`config.mk`:
```
export PLATFORM = sky130hd
export DESIGN_NAME = ctrl_pipeline
export DESIGN_NICKNAME = d
export VERILOG_FILES = /design/src/rtl/riscv_ctrl_pkg.sv /design/src/rtl/ctrl_hazard_fwd.sv /design/src/rtl/ctrl_pipeline.sv
export SDC_FILE = /design/constraint.sdc
export NUM_CORES = 1
export LEC_CHECK = 0
export CORE_MARGIN = 2
export CORE_UTILIZATION = 40
export CTS_CLUSTER_SIZE = 14
export DETAILED_ROUTE_END_ITERATION = 8
export HOLD_SLACK_MARGIN = 0.12
export PLACE_DENSITY = 0.71
export SYNTH_ARGS = -nofsm -noshare
export SYNTH_HDL_FRONTEND = slang
export SYNTH_SLANG_ARGS = --single-unit
```
`constraint.sdc`:
```
create_clock -name CLK -period 2.2 [get_ports CLK]
set_clock_uncertainty 0.2 [all_clocks]
set_input_delay 0.22 -clock CLK [delete_from_list [all_inputs] [get_ports CLK]]
set_output_delay 0.22 -clock CLK [all_outputs]
set_load 0.01 [all_outputs]
```
`src/rtl/riscv_ctrl_pkg.sv`:
```
// Shared control-bundle types for the decoder-to-datapath control pipeline.
package riscv_ctrl_pkg;

  localparam int unsigned CTRL_ALUOP_W = 3;

  typedef enum logic [CTRL_ALUOP_W-1:0] {
    AluAdd   = 3'b000,
    AluSub   = 3'b001,
    AluAnd   = 3'b010,
    AluOr    = 3'b011,
    AluSlt   = 3'b100,
    AluPassB = 3'b101
  } aluop_e;

  typedef struct packed {
    logic                    branch;
    logic                    memread;
    logic                    memtoreg;
    logic                    memwrite;
    logic                    alusrc;
    logic                    regwrite;
    logic                    jump;
    logic [CTRL_ALUOP_W-1:0] aluop;
    logic [1:0]              auipclui;
  } ctrl_word_t;

  localparam ctrl_word_t CTRL_BUBBLE = '0;

  localparam logic [1:0] FWD_REG = 2'b00;
  localparam logic [1:0] FWD_MEM = 2'b10;
  localparam logic [1:0] FWD_WB  = 2'b01;

endpackage

```
`src/rtl/ctrl_hazard_fwd.sv`:
```
// Combinational load-use stall, redirect flush and EX operand forwarding selects.
module ctrl_hazard_fwd
  import riscv_ctrl_pkg::*;
#(
  parameter int unsigned REG_ADDR_W = 5
) (
  input  logic                  ex_memread_i,
  input  logic [REG_ADDR_W-1:0] ex_rd_i,
  input  logic [REG_ADDR_W-1:0] ex_rs1_i,
  input  logic [REG_ADDR_W-1:0] ex_rs2_i,
  input  logic [REG_ADDR_W-1:0] id_rs1_i,
  input  logic [REG_ADDR_W-1:0] id_rs2_i,
  input  logic                  mem_regwrite_i,
  input  logic [REG_ADDR_W-1:0] mem_rd_i,
  input  logic                  wb_regwrite_i,
  input  logic [REG_ADDR_W-1:0] wb_rd_i,
  input  logic                  redirect_i,
  output logic                  pc_write_o,
  output logic                  ifid_write_o,
  output logic                  ifid_flush_o,
  output logic                  idex_bubble_o,
  output logic [1:0]            forward_a_o,
  output logic [1:0]            forward_b_o
);

  logic load_use;
  logic stall;

  // EX/MEM wins over MEM/WB because it holds the younger write.
  function automatic logic [1:0] fwd_sel(input logic [REG_ADDR_W-1:0] src);
    logic [1:0] sel;
    sel = FWD_REG;
    if (mem_regwrite_i && (mem_rd_i != '0) && (mem_rd_i == src)) begin
      sel = FWD_MEM;
    end else if (wb_regwrite_i && (wb_rd_i != '0) && (wb_rd_i == src)) begin
      sel = FWD_WB;
    end
    return sel;
  endfunction

  always_comb begin
    load_use = ex_memread_i && (ex_rd_i != '0) &&
               ((ex_rd_i == id_rs1_i) || (ex_rd_i == id_rs2_i));
    // A redirect squashes the ID instruction anyway, so the stall is pointless.
    stall         = load_use && !redirect_i;
    pc_write_o    = !stall;
    ifid_write_o  = !stall;
    ifid_flush_o  = redirect_i;
    idex_bubble_o = load_use || redirect_i;
    forward_a_o   = fwd_sel(ex_rs1_i);
    forward_b_o   = fwd_sel(ex_rs2_i);
  end

endmodule

```
`src/rtl/ctrl_pipeline.sv`:
```
// Carries the decoder control word through ID/EX, EX/MEM and MEM/WB and drives
// stall, flush and forwarding controls for the 5-stage datapath.
module ctrl_pipeline
  import riscv_ctrl_pkg::*;
#(
  parameter int unsigned REG_ADDR_W = 5,
  parameter int unsigned ALUOP_W    = 3
) (
  input  logic                  CLK,
  input  logic                  RST_n,
  input  logic                  ID_Branch,
  input  logic                  ID_MemRead,
  input  logic                  ID_MemtoReg,
  input  logic                  ID_MemWrite,
  input  logic                  ID_ALUSrc,
  input  logic                  ID_RegWrite,
  input  logic                  ID_Jump,
  input  logic [ALUOP_W-1:0]    ID_ALUOp,
  input  logic [1:0]            ID_AuipcLui,
  input  logic [REG_ADDR_W-1:0] ID_Rs1,
  input  logic [REG_ADDR_W-1:0] ID_Rs2,
  input  logic [REG_ADDR_W-1:0] ID_Rd,
  input  logic                  EX_Redirect,
  output logic [ALUOP_W-1:0]    EX_ALUOp,
  output logic                  EX_ALUSrc,
  output logic                  EX_Branch,
  output logic                  EX_Jump,
  output logic [1:0]            EX_AuipcLui,
  output logic [REG_ADDR_W-1:0] EX_Rs1,
  output logic [REG_ADDR_W-1:0] EX_Rs2,
  output logic [REG_ADDR_W-1:0] EX_Rd,
  output logic                  MEM_MemRead,
  output logic                  MEM_MemWrite,
  output logic                  WB_MemtoReg,
  output logic                  WB_RegWrite,
  output logic [REG_ADDR_W-1:0] WB_Rd,
  output logic [1:0]            ForwardA,
  output logic [1:0]            ForwardB,
  output logic                  PCWrite,
  output logic                  IFIDWrite,
  output logic                  IFIDFlush
);

  ctrl_word_t            ex_ctrl_d, ex_ctrl_q;
  logic [REG_ADDR_W-1:0] ex_rs1_d, ex_rs1_q, ex_rs2_d, ex_rs2_q, ex_rd_d, ex_rd_q;
  logic                  mem_memread_q, mem_memwrite_q, mem_memtoreg_q, mem_regwrite_q;
  logic [REG_ADDR_W-1:0] mem_rd_q;
  logic                  wb_memtoreg_q, wb_regwrite_q;
  logic [REG_ADDR_W-1:0] wb_rd_q;
  logic                  idex_bubble;

  ctrl_hazard_fwd #(
    .REG_ADDR_W(REG_ADDR_W)
  ) u_hazard_fwd (
    .ex_memread_i  (ex_ctrl_q.memread),
    .ex_rd_i       (ex_rd_q),
    .ex_rs1_i      (ex_rs1_q),
    .ex_rs2_i      (ex_rs2_q),
    .id_rs1_i      (ID_Rs1),
    .id_rs2_i      (ID_Rs2),
    .mem_regwrite_i(mem_regwrite_q),
    .mem_rd_i      (mem_rd_q),
    .wb_regwrite_i (wb_regwrite_q),
    .wb_rd_i       (wb_rd_q),
    .redirect_i    (EX_Redirect),
    .pc_write_o    (PCWrite),
    .ifid_write_o  (IFIDWrite),
    .ifid_flush_o  (IFIDFlush),
    .idex_bubble_o (idex_bubble),
    .forward_a_o   (ForwardA),
    .forward_b_o   (ForwardB)
  );

  always_comb begin
    ex_ctrl_d = CTRL_BUBBLE;
    ex_rs1_d  = '0;
    ex_rs2_d  = '0;
    ex_rd_d   = '0;
    if (!idex_bubble) begin
      ex_ctrl_d.branch   = ID_Branch;
      ex_ctrl_d.memread  = ID_MemRead;
      ex_ctrl_d.memtoreg = ID_MemtoReg;
      ex_ctrl_d.memwrite = ID_MemWrite;
      ex_ctrl_d.alusrc   = ID_ALUSrc;
      ex_ctrl_d.regwrite = ID_RegWrite;
      ex_ctrl_d.jump     = ID_Jump;
      ex_ctrl_d.aluop    = CTRL_ALUOP_W'(ID_ALUOp);
      ex_ctrl_d.auipclui = ID_AuipcLui;
      ex_rs1_d           = ID_Rs1;
      ex_rs2_d           = ID_Rs2;
      ex_rd_d            = ID_Rd;
    end
  end

  always_ff @(posedge CLK) begin
    if (!RST_n) begin
      ex_ctrl_q      <= CTRL_BUBBLE;
      ex_rs1_q       <= '0;
      ex_rs2_q       <= '0;
      ex_rd_q        <= '0;
      mem_memread_q  <= 1'b0;
      mem_memwrite_q <= 1'b0;
      mem_memtoreg_q <= 1'b0;
      mem_regwrite_q <= 1'b0;
      mem_rd_q       <= '0;
      wb_memtoreg_q  <= 1'b0;
      wb_regwrite_q  <= 1'b0;
      wb_rd_q        <= '0;
    end else begin
      ex_ctrl_q      <= ex_ctrl_d;
      ex_rs1_q       <= ex_rs1_d;
      ex_rs2_q       <= ex_rs2_d;
      ex_rd_q        <= ex_rd_d;
      mem_memread_q  <= ex_ctrl_q.memread;
      mem_memwrite_q <= ex_ctrl_q.memwrite;
      mem_memtoreg_q <= ex_ctrl_q.memtoreg;
      mem_regwrite_q <= ex_ctrl_q.regwrite;
      mem_rd_q       <= ex_rd_q;
      wb_memtoreg_q  <= mem_memtoreg_q;
      wb_regwrite_q  <= mem_regwrite_q;
      wb_rd_q        <= mem_rd_q;
    end
  end

  assign EX_ALUOp     = ALUOP_W'(ex_ctrl_q.aluop);
  assign EX_ALUSrc    = ex_ctrl_q.alusrc;
  assign EX_Branch    = ex_ctrl_q.branch;
  assign EX_Jump      = ex_ctrl_q.jump;
  assign EX_AuipcLui  = ex_ctrl_q.auipclui;
  assign EX_Rs1       = ex_rs1_q;
  assign EX_Rs2       = ex_rs2_q;
  assign EX_Rd        = ex_rd_q;
  assign MEM_MemRead  = mem_memread_q;
  assign MEM_MemWrite = mem_memwrite_q;
  assign WB_MemtoReg  = wb_memtoreg_q;
  assign WB_RegWrite  = wb_regwrite_q;
  assign WB_Rd        = wb_rd_q;

endmodule
```
==> results.json, run 1 <==
{
  "status": "finished, violations left",
  "violations": "setup timing",
  "dpl.hpwl_um": 3036,
  "vias_per_cell": 4.690,
  "crit_family": "simple AND/OR/NAND/NOR gates",
  "final_util_pct": 62.21,
  "yosysTopAreaCell": "dfxtp_1",
  "ys_warn_count": 0,
  "ioPinCount": 69,
  "dr.first_iter.drc_count": 30,
  "syn2layout_area_growth_pct": 49.52,
  "required_ps": 1780,
  "finalCritPeriodShare_pct": 102.3,
  "nets": 291,
  "io_buffers": 68,
  "crit_path_start": "mem_rd_q[2]$_SDFF_PN0_",
  "synth_top_area_share_pct": 47.51,
  "hold_viol": 0,
  "clkTransAtPathRegs_ps": 70,
  "cpPeakStageDelay_ps": 520,
  "finalMaxSlewViolations": 0,
  "syn_avg_cell_area_um2": 10.07,
  "cts_hold_repair.buffers": 0,
  "power_per_cell_area_nw_per_um2": 573.6,
  "critPathCaptureType": "output port",
  "worst_slew_pin_slew_ps": 409.2,
  "hp-class": "flip-flop to flip-flop",
  "ant_nets": 0,
  "routabilityCongestion": 0.7828,
  "synth_flop_cell": "dfxtp_1",
  "syn_area_um2": 1812,
  "cp_num_cells": 7,
  "n_antenna_cell": 0,
  "setup_viol": 1,
  "worstSetupEndpoint": "ForwardA[0]",
  "rsz0062_at_grt": "yes",
  "cp-start-kind": "flip-flop",
  "cp.buffers_inverters": 3,
  "synth_commonest_cells": "43 x dfxtp_1, 29 x nand2_1, 19 x a21oi_2, 16 x xnor2_1, 15 x and2_1",
  "fin_crit_ps": 2251,
  "grt_pass1_wl_um": 6768,
  "synth-edff-count": 0,
  "grt_pass1_vias": 1422,
  "overflow": 0,
  "tritoncts": "yes",
  "clkSinkCount": 43,
  "die_height_um": 71.30,
  "clock_latency_ps": 290,
  "drc": 0,
  "rows": 24,
  "synth.yosys.seq_area_share_pct": 47.51,
  "antenna_found_initial": 0,
  "final_cells": 313,
  "cts_buffers": 5,
  "fin_hold_ws_ps": 235.1,
  "syn_nets": 210,
  "cts_buffer_depth": 2,
  "reg2reg_slack_ps": 360,
  "die_area_um2": 5084,
  "synthTopCellsByArea": "dfxtp_1 48%, a21oi_2 9.2%, xnor2_1 7.7%",
  "track_usage_pct": 17.07,
  "crit_chain": "or4_4 > o21ai_2 > buf_4 > buf_6 > nor4_4 > nor4_2 > buf_2",
  "dp.cells": 303,
  "synth.most_common_cell": "dfxtp_1",
  "vdd_ir_drop_max_v": 0.0004885,
  "crit_type": "flip-flop to output port",
  "fmax_ghz": 0.4442,
  "synthArstFlopShare_pct": 0,
  "min-delay-start": "ex_ctrl_q[9]$_SDFF_PP0_",
  "wirelength_um": 4040,
  "die_x_um": 71.30,
  "layout-drive-gt1-share_pct": 25.29,
  "wl_per_cell_um": 12.91,
  "start_util_pct": 41.61,
  "coreArea_um2": 4354,
  "reg2reg_to": "EX_Branch$_SDFF_PP0_",
  "grt_max_degree": 28,
  "p_leak_nw": 1.105,
  "rr_worst_depth": 6,
  "cp.arrival_ps": 1830,
  "max_slew_margin_pct": 72.72,
  "timing.rr.start": "EX_Rd[3]$_SDFF_PP0_",
  "crit_slowest_cell": "or4_4",
  "netlist-cell-type-count": 22,
  "drv_cap": 0,
  "ys_seq_elements": 43,
  "cts_htree_levels": 2,
  "root_buffer": "clkbuf_8",
  "fin_ws_ps": -51.23,
  "drtPass1Iterations": 4,
  "num_vias": 1468,
  "syn_inst": 180,
  "path_max_fanout": 2
}
## registers in the layout (all words and copies together), names as in the netlist, 2 cells and up
signal,flops
EX_AuipcLui,2
EX_Rs2,5
EX_ALUOp,3
WB_Rd,5
EX_Rd,5
EX_Rs1,5
mem_rd_q,5
ex_ctrl_q,4
## final cells by class
cell class | count | area [um2]
clock buffer | 6 | 82.58
clock inverter | 1 | 5.005
fill | 378 | 1645
multi-input combinational | 121 | 860.8
sequential | 43 | 865.8
timing repair buffer | 90 | 829.5
tap | 52 | 65.06
## cell usage in the layout, fill, tap and decap left out
| cell type | count |
|---|---|
| a21oi_2 | 19 |
| a21oi_1 | 8 |
| dfxtp_2 | 4 |
| buf_2 | 4 |
| clkdlybuf4s15_1 | 2 |
| o21ai_1 | 1 |
| nor4_4 | 1 |
| nor4_2 | 3 |
| buf_6 | 1 |
| nand2_1 | 29 |
| nand3b_1 | 1 |
| o22ai_4 | 1 |
| o21ai_2 | 1 |
| and2_2 | 1 |
| dfxtp_1 | 39 |
| clkdlybuf4s50_1 | 62 |
| o21a_1 | 1 |
| clkinv_2 | 1 |
| xor2_1 | 14 |
| clkbuf_8 | 6 |
| nor2b_2 | 1 |
| buf_4 | 21 |
| and2_1 | 15 |
| or4_1 | 3 |
| or4_4 | 2 |
| nand3_1 | 4 |
| xnor2_1 | 16 |
## where the power goes
group / switching (mW) / internal (mW) / leakage, nW / total [mW]
clock network: 0.240 / 0.246 / 0.0470 / 0.486
logic: 0.105 / 0.140 / 0.704 / 0.245
registers: 0.0179 / 0.805 / 0.354 / 0.823
## through the flow
stage	setup WS [ps]	setup TNS [ps]	instance area, um2	total power [mW]
2_1_floorplan	164.8	0	1812	0.9547
3_3_place_gp	-107.9	-342.2	2577	1.078
3_5_place_dp	-123.7	-394.2	2577	1.081
4_1_cts	-76.47	-108.7	2706	1.578
5_1_grt	-119.4	-189.7	2709	1.630
6_report	-51.23	-51.23	2709	1.554
## kinds of logic (layout without fill, tap and decap cells)
group	Yosys count	count (layout)	synth area share (%)
AND/OR/NAND/NOR	60	60	17.61
flip-flops	43	43	47.51
AO/OA/AOI/OAI	31	31	13.05
XOR/XNOR	30	30	14.50
buffers and inverters	16	97	7.321
## metal layers
layer  share of wire [%]  vias up  wire [um]  GRT usage (%)
li1                    -      744          -              -
met1                  41      667       1644          19.68
met2                  50       51       2033          29.94
met3                 7.1        6        285          5.345
met4                 1.9        0         76          5.660
met5                   0        -          0              0
## how the worst min path moves through the flow
stage | to | slack [ps] | cells past startpoint
3_5_place_dp | mem_memtoreg_q$_SDFF_PN0_ | 220 | 1
4_1_cts | mem_memtoreg_q$_SDFF_PN0_ | 240 | 1
5_1_grt | mem_memtoreg_q$_SDFF_PN0_ | 250 | 1
6_report | mem_memtoreg_q$_SDFF_PN0_ | 240 | 1
3_3_place_gp | mem_memtoreg_q$_SDFF_PN0_ | 210 | 1
2_1_floorplan | EX_ALUSrc$_SDFF_PP0_ | 140 | 2
## timing repair
| item | 4_1_cts | 5_1_grt |
|---|---|---|
| setup endpoints to repair | 6 | 5 |
| setup buffers | 4 | 0 |
| hold endpoints to repair | 0 | 0 |
| gates cloned | 0 | 0 |
| pin swaps | 4 | 2 |
| gates resized for setup | 29 | 2 |
Power figures use the tool's default switching activity.
==> run 2: changes to the inputs <==
MAX_ROUTING_LAYER = met4   (was not set)
==> results.json, run 2 (same netlist as run 1, synthesis figures left out) <==
{
  "worst_slew_pin_slew_ps": 409.9,
  "tritoncts": "yes",
  "clock_latency_ps": 280,
  "clkTransAtPathRegs_ps": 70,
  "vias_per_cell": 4.684,
  "cts_hold_repair.buffers": 0,
  "power_per_cell_area_nw_per_um2": 572.9,
  "rows": 24,
  "final_cell_mix": "62 x clkdlybuf4s50_1, 39 x dfxtp_1, 29 x nand2_1",
  "critPathCaptureType": "output port",
  "fin_ws_ps": -51.05,
  "fin_crit_ps": 2251,
  "crit_family": "simple AND/OR/NAND/NOR gates",
  "use_met2_pct": 29.94,
  "dpl.hpwl_um": 3036,
  "cp-start-kind": "flip-flop",
  "antenna_found_initial": 0,
  "max_slew_margin_pct": 72.67,
  "final_util_pct": 62.21,
  "die_x_um": 71.30,
  "routabilityCongestion": 0.7936,
  "layout-drive-gt1-share_pct": 25.29,
  "layout_commonest_cell": "clkdlybuf4s50_1",
  "status": "finished, violations left",
  "grt_pass1_wl_um": 6755,
  "overflow": 0,
  "cts_htree_levels": 2,
  "cts_buffer_depth": 2,
  "vdd_ir_drop_max_v": 0.0004870,
  "track_usage_pct": 17.58,
  "coreArea_um2": 4354,
  "dr.first_iter.drc_count": 43,
  "fmax_ghz": 0.4442,
  "grt_max_degree": 28,
  "crit_chain": "or4_4 > o21ai_2 > buf_4 > buf_6 > nor4_4 > nor4_2 > buf_2",
  "crit_type": "flip-flop to output port",
  "ant_nets": 0,
  "path_max_fanout": 2,
  "setup_tns_ps": -51.05,
  "cp.arrival_ps": 1830,
  "reg2reg_slack_ps": 360,
  "rsz0062_at_grt": "yes",
  "violations": "setup timing",
  "start_util_pct": 41.61,
  "crit_slowest_cell": "or4_4",
  "place_ws_ps": -123.7,
  "num_vias": 1466,
  "die_height_um": 71.30,
  "grtUsageMet3_pct": 4.923,
  "setup_viol": 1,
  "wl_per_cell_um": 12.87,
  "finalPower_mw": 1.552,
  "required_ps": 1780,
  "clkSinkCount": 43,
  "use_met1_pct": 19.95,
  "drtPass1Iterations": 4,
  "nets": 291,
  "grt_pass1_vias": 1423,
  "syn2layout_area_growth_pct": 49.52,
  "drc": 0,
  "finalMaxSlewViolations": 0,
  "drv_cap": 0,
  "hp-class": "flip-flop to flip-flop",
  "cts_buffers": 5,
  "ioPinCount": 69,
  "hold_viol": 0,
  "fill_cells": 378,
  "cpPeakStageDelay_ps": 520,
  "finalCritPeriodShare_pct": 102.3,
  "top_usage_layer": "met2",
  "n_antenna_cell": 0,
  "wirelength_um": 4029,
  "root_buffer": "clkbuf_8",
  "cp.buffers_inverters": 3,
  "p_leak_nw": 1.105,
  "io_buffers": 68,
  "die_area_um2": 5084
}
-- run 2: power breakdown --
group	leakage, nW	switching, mW	internal (mW)
Combinational	0.704	0.105	0.140
Sequential	0.354	0.0179	0.805
Clock	0.0470	0.238	0.246
-- run 2: final cells by class --
cell class | instances | area, um2 | share of cell area, %
Clock buffer | 6 | 82.58 | 3.048
Sequential cell | 43 | 865.8 | 31.96
Timing Repair Buffer | 90 | 829.5 | 30.62
Tap cell | 52 | 65.06 | 2.402
Multi-Input combinational cell | 121 | 860.8 | 31.78
Clock inverter | 1 | 5.005 | 0.1848
-- run 2: timing repair --
item,CTS,global route
gates resized for setup,29,2
pin swaps,4,2
endpoints found under the hold margin,0,0
setup buffers,4,0
endpoints found under the setup margin,6,5
-- run 2: metrics by stage --
stage	cell area, um2	cells	hold WS [ps]
floorplan	1812	180	136.1
global placement	2577	303	214.7
detailed placement	2577	303	218.5
CTS	2706	313	236.1
global route	2709	313	250.0
finish	2709	313	235.0
-- run 2: final timing paths --
kind / start / end / depth (start not counted)
worst max-delay path: mem_rd_q[2]$_SDFF_PN0_ / ForwardA[0] / 7
worst min-delay path: ex_ctrl_q[9]$_SDFF_PP0_ / mem_memtoreg_q$_SDFF_PN0_ / 1
worst max register to register: EX_Rd[3]$_SDFF_PP0_ / EX_Branch$_SDFF_PP0_ / 6
worst min register to register: ex_ctrl_q[9]$_SDFF_PP0_ / mem_memtoreg_q$_SDFF_PN0_ / 1
-- run 2: metal layers --
| metal | routed length (um) | vias to the layer above |
|---|---|---|
| li1 | - | 743 |
| met1 | 1636 | 666 |
| met2 | 2039 | 51 |
| met3 | 277 | 6 |
| met4 | 76 | 0 |
| met5 | 0 | - |
